[src/rtl/pc_pkg.sv]
// pc_pkg: shared FSM encoding and default geometry for the program counter sequencer.
package pc_pkg;
    localparam int PC_MSB      = 11;
    localparam int PC_RESET_PC = 0;

    typedef enum logic [1:0] {
        ST_IDLE  = 2'b00,
        ST_RUN   = 2'b01,
        ST_STALL = 2'b10,
        ST_HALT  = 2'b11
    } pc_state_e;
endpackage

[src/rtl/pc_ras.sv]
// pc_ras: circular return-address stack; a push when full overwrites the oldest entry, and a pop when empty is refused. Both cases pulse err_o.
module pc_ras #(
    parameter int MSB       = 11,
    parameter int RAS_DEPTH = 4
) (
    input  logic           clk_i,
    input  logic           rst_ni,
    input  logic           push_i,
    input  logic           pop_i,
    input  logic [MSB-1:0] data_i,
    output logic [MSB-1:0] top_o,
    output logic           empty_o,
    output logic           err_o
);
    localparam int AW = $clog2(RAS_DEPTH);

    logic [MSB-1:0] mem_q [RAS_DEPTH];
    logic [AW-1:0]  ptr_q, ptr_d;
    logic [AW:0]    cnt_q, cnt_d;
    logic           err_q, err_d;
    logic           full;

    assign full    = cnt_q == (AW+1)'(RAS_DEPTH);
    assign empty_o = cnt_q == '0;
    assign top_o   = mem_q[ptr_q];
    assign err_o   = err_q;

    // pointer/count next state; push takes priority over pop
    always_comb begin
        ptr_d = ptr_q;
        cnt_d = cnt_q;
        err_d = 1'b0;
        if (push_i) begin
            ptr_d = ptr_q + 1'b1;
            cnt_d = full ? cnt_q : cnt_q + 1'b1;
            err_d = full;
        end else if (pop_i) begin
            ptr_d = empty_o ? ptr_q : ptr_q - 1'b1;
            cnt_d = empty_o ? cnt_q : cnt_q - 1'b1;
            err_d = empty_o;
        end
    end

    // stack pointer and error pulse registers
    always_ff @(posedge clk_i or negedge rst_ni) begin
        if (!rst_ni) begin
            ptr_q <= '0;
            cnt_q <= '0;
            err_q <= 1'b0;
        end else begin
            ptr_q <= ptr_d;
            cnt_q <= cnt_d;
            err_q <= err_d;
        end
    end

    // entry storage; contents are meaningless while the count says empty
    always_ff @(posedge clk_i) begin
        if (push_i) mem_q[ptr_d] <= data_i;
    end
endmodule

[src/rtl/pc_sequencer.sv]
// pc_sequencer: run-controlled program counter with jump/branch/step updates and wrap flag; define PC_RAS_EN to add call/return via a return-address stack.
module pc_sequencer
    import pc_pkg::*;
#(
    parameter int MSB       = PC_MSB,
    parameter int RESET_PC  = PC_RESET_PC,
    parameter int RAS_DEPTH = 4
) (
    input  logic           i_clk,
    input  logic           i_rst_n,
    input  logic           i_start,
    input  logic           enable,
    input  logic           i_stall,
    input  logic           i_halt,
    input  logic [MSB-1:0] i_inc,
    input  logic           i_branch,
    input  logic [MSB-1:0] i_offset,
    input  logic           i_jump,
    input  logic [MSB-1:0] i_target,
`ifdef PC_RAS_EN
    input  logic           i_call,
    input  logic           i_ret,
    output logic           o_ras_err,
`endif
    output logic [MSB-1:0] o_pc,
    output logic           o_valid,
    output logic           o_halted,
    output logic           o_wrap
);
    localparam logic [MSB-1:0] RST_PC = MSB'(RESET_PC);

    if (RAS_DEPTH < 2 || (RAS_DEPTH & (RAS_DEPTH - 1)) != 0) begin : g_bad_depth
        $error("RAS_DEPTH must be a power of two and at least 2");
    end

    pc_state_e      state_q, state_d;
    logic [MSB-1:0] pc_q, pc_d;
    logic           wrap_q, wrap_d;
    logic [MSB:0]   inc_sum, br_sum;

    // one extra bit catches the carry on a step and the out-of-range sign on a branch
    assign inc_sum = {1'b0, pc_q} + {1'b0, i_inc};
    assign br_sum  = {1'b0, pc_q} + {i_offset[MSB-1], i_offset};

`ifdef PC_RAS_EN
    logic           push, pop, ras_empty;
    logic [MSB-1:0] ras_top;

    pc_ras #(.MSB(MSB), .RAS_DEPTH(RAS_DEPTH)) u_ras (
        .clk_i  (i_clk),
        .rst_ni (i_rst_n),
        .push_i (push),
        .pop_i  (pop),
        .data_i (inc_sum[MSB-1:0]),
        .top_o  (ras_top),
        .empty_o(ras_empty),
        .err_o  (o_ras_err)
    );
`endif

    // run-control next state and PC selection
    always_comb begin
        state_d = state_q;
        pc_d    = pc_q;
        wrap_d  = 1'b0;
`ifdef PC_RAS_EN
        push    = 1'b0;
        pop     = 1'b0;
`endif
        case (state_q)
            ST_RUN: begin
                if (i_halt) state_d = ST_HALT;
                else if (i_stall) state_d = ST_STALL;
                else if (enable) begin
`ifdef PC_RAS_EN
                    if (i_call) begin
                        pc_d = i_target;
                        push = 1'b1;
                    end else if (i_ret) begin
                        pop  = 1'b1;
                        pc_d = ras_empty ? pc_q : ras_top;
                    end else
`endif
                    if (i_jump) pc_d = i_target;
                    else if (i_branch) begin
                        pc_d   = br_sum[MSB-1:0];
                        wrap_d = br_sum[MSB];
                    end else begin
                        pc_d   = inc_sum[MSB-1:0];
                        wrap_d = inc_sum[MSB];
                    end
                end
            end
            ST_STALL: state_d = i_halt ? ST_HALT : (i_stall ? ST_STALL : ST_RUN);
            default: begin
                if (i_start) begin
                    state_d = ST_RUN;
                    pc_d    = RST_PC;
                end
            end
        endcase
    end

    // state, PC and wrap pulse registers
    always_ff @(posedge i_clk or negedge i_rst_n) begin
        if (!i_rst_n) begin
            state_q <= ST_IDLE;
            pc_q    <= RST_PC;
            wrap_q  <= 1'b0;
        end else begin
            state_q <= state_d;
            pc_q    <= pc_d;
            wrap_q  <= wrap_d;
        end
    end

    assign o_pc     = pc_q;
    assign o_wrap   = wrap_q;
    assign o_halted = state_q == ST_HALT;
    assign o_valid  = state_q == ST_RUN && !i_stall && !i_halt;
endmodule

[config.mk]
export PLATFORM = sky130hd
export DESIGN_NAME = pc_sequencer
export DESIGN_NICKNAME = d
export VERILOG_FILES = /design/src/rtl/pc_pkg.sv /design/src/rtl/pc_ras.sv /design/src/rtl/pc_sequencer.sv
export SDC_FILE = /design/constraint.sdc
export NUM_CORES = 1
export LEC_CHECK = 0
export CAP_MARGIN = 10
export CORE_UTILIZATION = 30
export CTS_BUF_LIST = sky130_fd_sc_hd__clkbuf_16
export CTS_CLUSTER_SIZE = 28
export DETAILED_ROUTE_END_ITERATION = 7
export GPL_TIMING_DRIVEN = 0
export PLACE_DENSITY_LB_ADDON = 0.3
export SETUP_SLACK_MARGIN = 0.15
export SYNTH_ARGS = -nofsm -noshare
export SYNTH_HDL_FRONTEND = slang
export SYNTH_SLANG_ARGS = --single-unit
[constraint.sdc]
create_clock -name i_clk -period 2.68 [get_ports i_clk]
set_input_delay 0.402 -clock i_clk [delete_from_list [all_inputs] [get_ports i_clk]]
set_output_delay 0.402 -clock i_clk [all_outputs]
set_load 0.02 [all_outputs]
==> results.py, run 1 <==
metrics = {
    "run_status": {
        "run_status": "completed",
    },
    "worst_setup_path": {
        "critical_path.cell_chain": "clkdlybuf4s50_1, ha_1, and3_1, a2111oi_2, a21oi_2, a2111oi_2, or4_1, a311oi_2",
        "cp_num_buf_inv": 1,
        "worstPathRequired_ns": 2.79,
        "crit_path_end_kind": "flop",
        "data_arrival_at_the_endpoint_of_the_critical_path_ns": 2.59,
        "critical_path.slowest_cell": "a2111oi_2",
        "crit_cells": 8,
        "worst_setup_path_start_kind": "primary input",
        "cpPeakStageDelay_ns": 0.42,
        "criticalPathCategory": "in -> reg",
        "critical-path-top-delay-family": "compound AO/OA/AOI/OAI gates",
        "crit_fanout": 5,
        "r2r_cells": 11,
        "cp_common_cell": "a2111oi_2",
    },
    "global_route": {
        "grt_max_degree": 15,
        "grt_pass1_wl_um": 7850,
        "grtUsageTotal_pct": 16.1,
        "grt_most_used_layer": "met2",
        "globalRouteMet2Util_pct": 26.9,
        "grt_use_met1_pct": 21.5,
        "gr-total-overflow": 0,
        "grtUsageMet3_pct": 2.21,
        "antenna_found_initial": 0,
        "first_global_vias": 1737,
    },
    "place": {
        "gp_routability_congestion": 0.774,
        "place_hpwl_um": 3880,
        "port_buffers": 54,
        "place_ws_ns": -0.278,
    },
    "power_and_ir_drop": {
        "power_frac_clock_pct": 15.4,
        "power-per-cell-area_mw_per_mm2": 724,
        "total_power_w": 0.00187,
        "proportion_of_total_power_due_to_net_switching_pct": 42.9,
        "sequentialPowerShare_pct": 18.7,
        "peakVddDrop_v": 0.000284,
        "leakage_nw": 1.11,
        "p_int_w": 0.00107,
        "switching_power_total_w": 0.000801,
        "p_comb_share_pct": 65.9,
    },
    "cts": {
        "clock_tree_from_tritoncts": "built",
        "clock-root-buffer": "clkbuf_16",
        "clkSinkCount": 14,
        "insertion_delay_ns": 0.24,
        "clk_pin_slew_ns": 0.05,
        "cts_hold_repair.buffers": 0,
        "numCtsBuffers": 3,
        "max-clock-path-buffers": 2,
        "cts.htree.levels": 1,
    },
    "synth": {
        "gate_count_of_the_mapped_netlist": 211,
        "synthesis.area_sq_mm": 0.00176,
        "netlist_top_cells_area": "dfrtp_1 (20%), ha_1 (18%), a21oi_1 (4.5%), o21ai_0 (4.3%), xnor2_1 (4.0%)",
        "postSynthRegisterBits": 14,
        "netlist.area_leader.share_pct": 19.9,
        "synthDominantAreaCellType": "dfrtp_1",
        "ys.flop_type": "dfrtp_1",
        "yosysUniqueCellTypes": 49,
        "synth-warning-count": 0,
        "synth_async_sr_flop_share_pct": 100,
        "synth.yosys.seq_area_share_pct": 19.9,
        "synth-edff-count": 0,
        "syn_nets": 279,
        "syn_avg_cell_area_sq_um": 8.34,
    },
    "drt": {
        "vias": 1812,
        "detailedRoute.firstPassIterationCount": 4,
        "drt-vias-per-instance": 5.24,
        "wl_per_cell_um": 14.2,
        "detailed_route_wire_length_um": 4930,
        "drc": 0,
        "detail-route-antenna-nets": 0,
        "detail_route.iter0.violations": 68,
    },
    "timing": {
        "timing.max_slew.rel_slack_pct": 51.2,
        "final.hold.worst_slack_ns": 0.557,
        "postLayoutSetupSlackWorst_ns": 0.196,
        "timing_worst_slew_pin_value_ns": 0.730,
        "fin_skew_ns": 0.00237,
        "maxClockFrequency_mhz": 403,
        "layout_min_cycle_time_ns": 2.48,
        "rsz0062_at_grt": "true",
        "finalHoldViolCount": 0,
        "setup_viol_count_final": 0,
        "slew_viol_final": 0,
        "final.period_utilization_pct": 92.7,
    },
    "worst_hold_path": {
        "hold_path_depth": 2,
        "hold_path_class": "reg -> reg",
    },
    "die": {
        "start_util_pct": 31.6,
        "ioPinCount": 55,
        "die_area_sq_mm": 0.00618,
        "die_h_um": 78.6,
        "die_width_um": 78.6,
        "core-area_sq_mm": 0.00557,
        "core.rowCount": 27,
    },
    "cells_and_area": {
        "layout-drive-gt1-share_pct": 12.4,
        "fin_util_pct": 46.2,
        "num-nets-final": 343,
        "antenna_cells_inserted": 0,
        "number_of_fill_cells": 571,
        "leading_cell_type_in_the_layout_fill_and_taps_excluded": "clkdlybuf4s50_1",
        "layout.cells.most_common_list": "clkdlybuf4s50_1 (53), ha_1 (23), nand2_1 (15)",
        "areaGrowthSynthToFinish_pct": 46.4,
    },
    "run": {
        "maxCapViolCount": 0,
    },
}
## worst register-to-register path: cells and delay by family, from the launching register on
kind	cells	cell delay (ns)
AOI/OAI and AO/OA	5	0.59
muxes	1	0.31
and+or+nand+nor	1	0.13
DFF	1	0.39
buffers and inverters	2	0.19
adders and majority gates	2	0.62
## worst paths after layout
kind / from / to / slack, ns
min in group asynchronous: i_rst_n / o_pc[7]$_DFFE_PN0P_ / 0.60
worst min register to register: o_pc[7]$_DFFE_PN0P_ / o_pc[7]$_DFFE_PN0P_ / 0.56
max in group asynchronous: i_rst_n / o_pc[1]$_DFFE_PN0P_ / 1.62
worst min-delay path: o_pc[7]$_DFFE_PN0P_ / o_pc[7]$_DFFE_PN0P_ / 0.56
worst max-delay path: i_inc[6] / o_wrap$_DFF_PN0_ / 0.20
worst max register to register: o_pc[0]$_DFFE_PN0P_ / o_pc[10]$_DFFE_PN0P_ / 0.33
## stage by stage
step | setup TNS, ns | cells | instance area [sq um]
floorplan | 0 | 211 | 1760
global placement | -0.513 | 337 | 2390
detailed placement | -0.542 | 337 | 2390
CTS | 0 | 343 | 2510
global route | 0 | 346 | 2580
finish | 0 | 346 | 2580
## power by group through the flow
stage / logic (W) / clock network (W) / registers (W)
after floorplan: 0.000741 / 0 / 0.000394
after global placement: 0.00112 / 0 / 0.000352
after detailed placement: 0.00113 / 0 / 0.000352
after CTS: 0.00117 / 0.000292 / 0.000351
after global routing: 0.00136 / 0.000307 / 0.000361
final: 0.00123 / 0.000287 / 0.000350
## registers in the layout (all words and copies together), names as in the netlist
name / cells
o_pc: 11
state_q: 2
o_wrap: 1
## cell families (layout without fill, tap and decap cells)
group           after synthesis  in the layout  synth area share [%]
compound gates               79             79                  29.8
simple gates                 58             58                  16.6
fa+ha+maj                    27             27                  20.0
buf+inv                      15             78                  4.34
xor+xnor                     14             14                  6.97
flops                        14             14                  19.9
mux                           4              4                  2.42
## layout make-up
class                   instances  area, sq um  area share, %
clock buffers                   3         75.1           2.91
repair buffers                 59          581           22.5
well taps                      72         90.1           3.50
plain buffers                   4         35.0           1.36
multi-input cells             182         1400           54.4
clock inverters                 1         3.75          0.146
flip-flops and latches         14          350           13.6
inverters                      11         41.3           1.60
## synthesized netlist by cell type (all sizes together), types with 3 or more instances
| cell type | n |
|---|---|
| o211ai | 3 |
| xor2 | 6 |
| o31ai | 3 |
| nor3 | 5 |
| dfrtp | 14 |
| o21ai | 27 |
| clkbuf | 4 |
| a22o | 4 |
| a2111oi | 3 |
| inv | 11 |
| a21oi | 16 |
| nor2 | 15 |
| xnor2 | 8 |
| a21o | 6 |
| nor2b | 7 |
| ha | 25 |
| a211oi | 4 |
| nand2 | 15 |
| nand3 | 5 |
## metal layers
metal | routed length, um | share of wire, % | up-vias
met3 | 226 | 4.6 | 4
li1 | - | - | 923
met2 | 2370 | 48 | 41
met4 | 52 | 1.1 | 0
met5 | 0 | 0 | -
met1 | 2280 | 46 | 844
## what timing repair did
| action | 4_1_cts | 5_1_grt |
|---|---|---|
| gates resized for setup | 6 | 13 |
| buffers inserted | 2 | 3 |
| setup endpoints to repair | 2 | 5 |
| pin swaps | 4 | 8 |
Note: power is estimated with default switching activity, not from simulation.
==> run 2: changes to the inputs <==
--- a/config.mk
+++ b/config.mk
@@ -15,4 +15,5 @@
 export SETUP_SLACK_MARGIN = 0.15
 export SYNTH_ARGS = -nofsm -noshare
 export SYNTH_HDL_FRONTEND = slang
+export SYNTH_HIERARCHICAL = 1
 export SYNTH_SLANG_ARGS = --single-unit
==> results of run 2 <==
Final layout, timing and power as in run 1 (identical DEF).
Among the figures that moved: Yosys warning count 0 -> 6
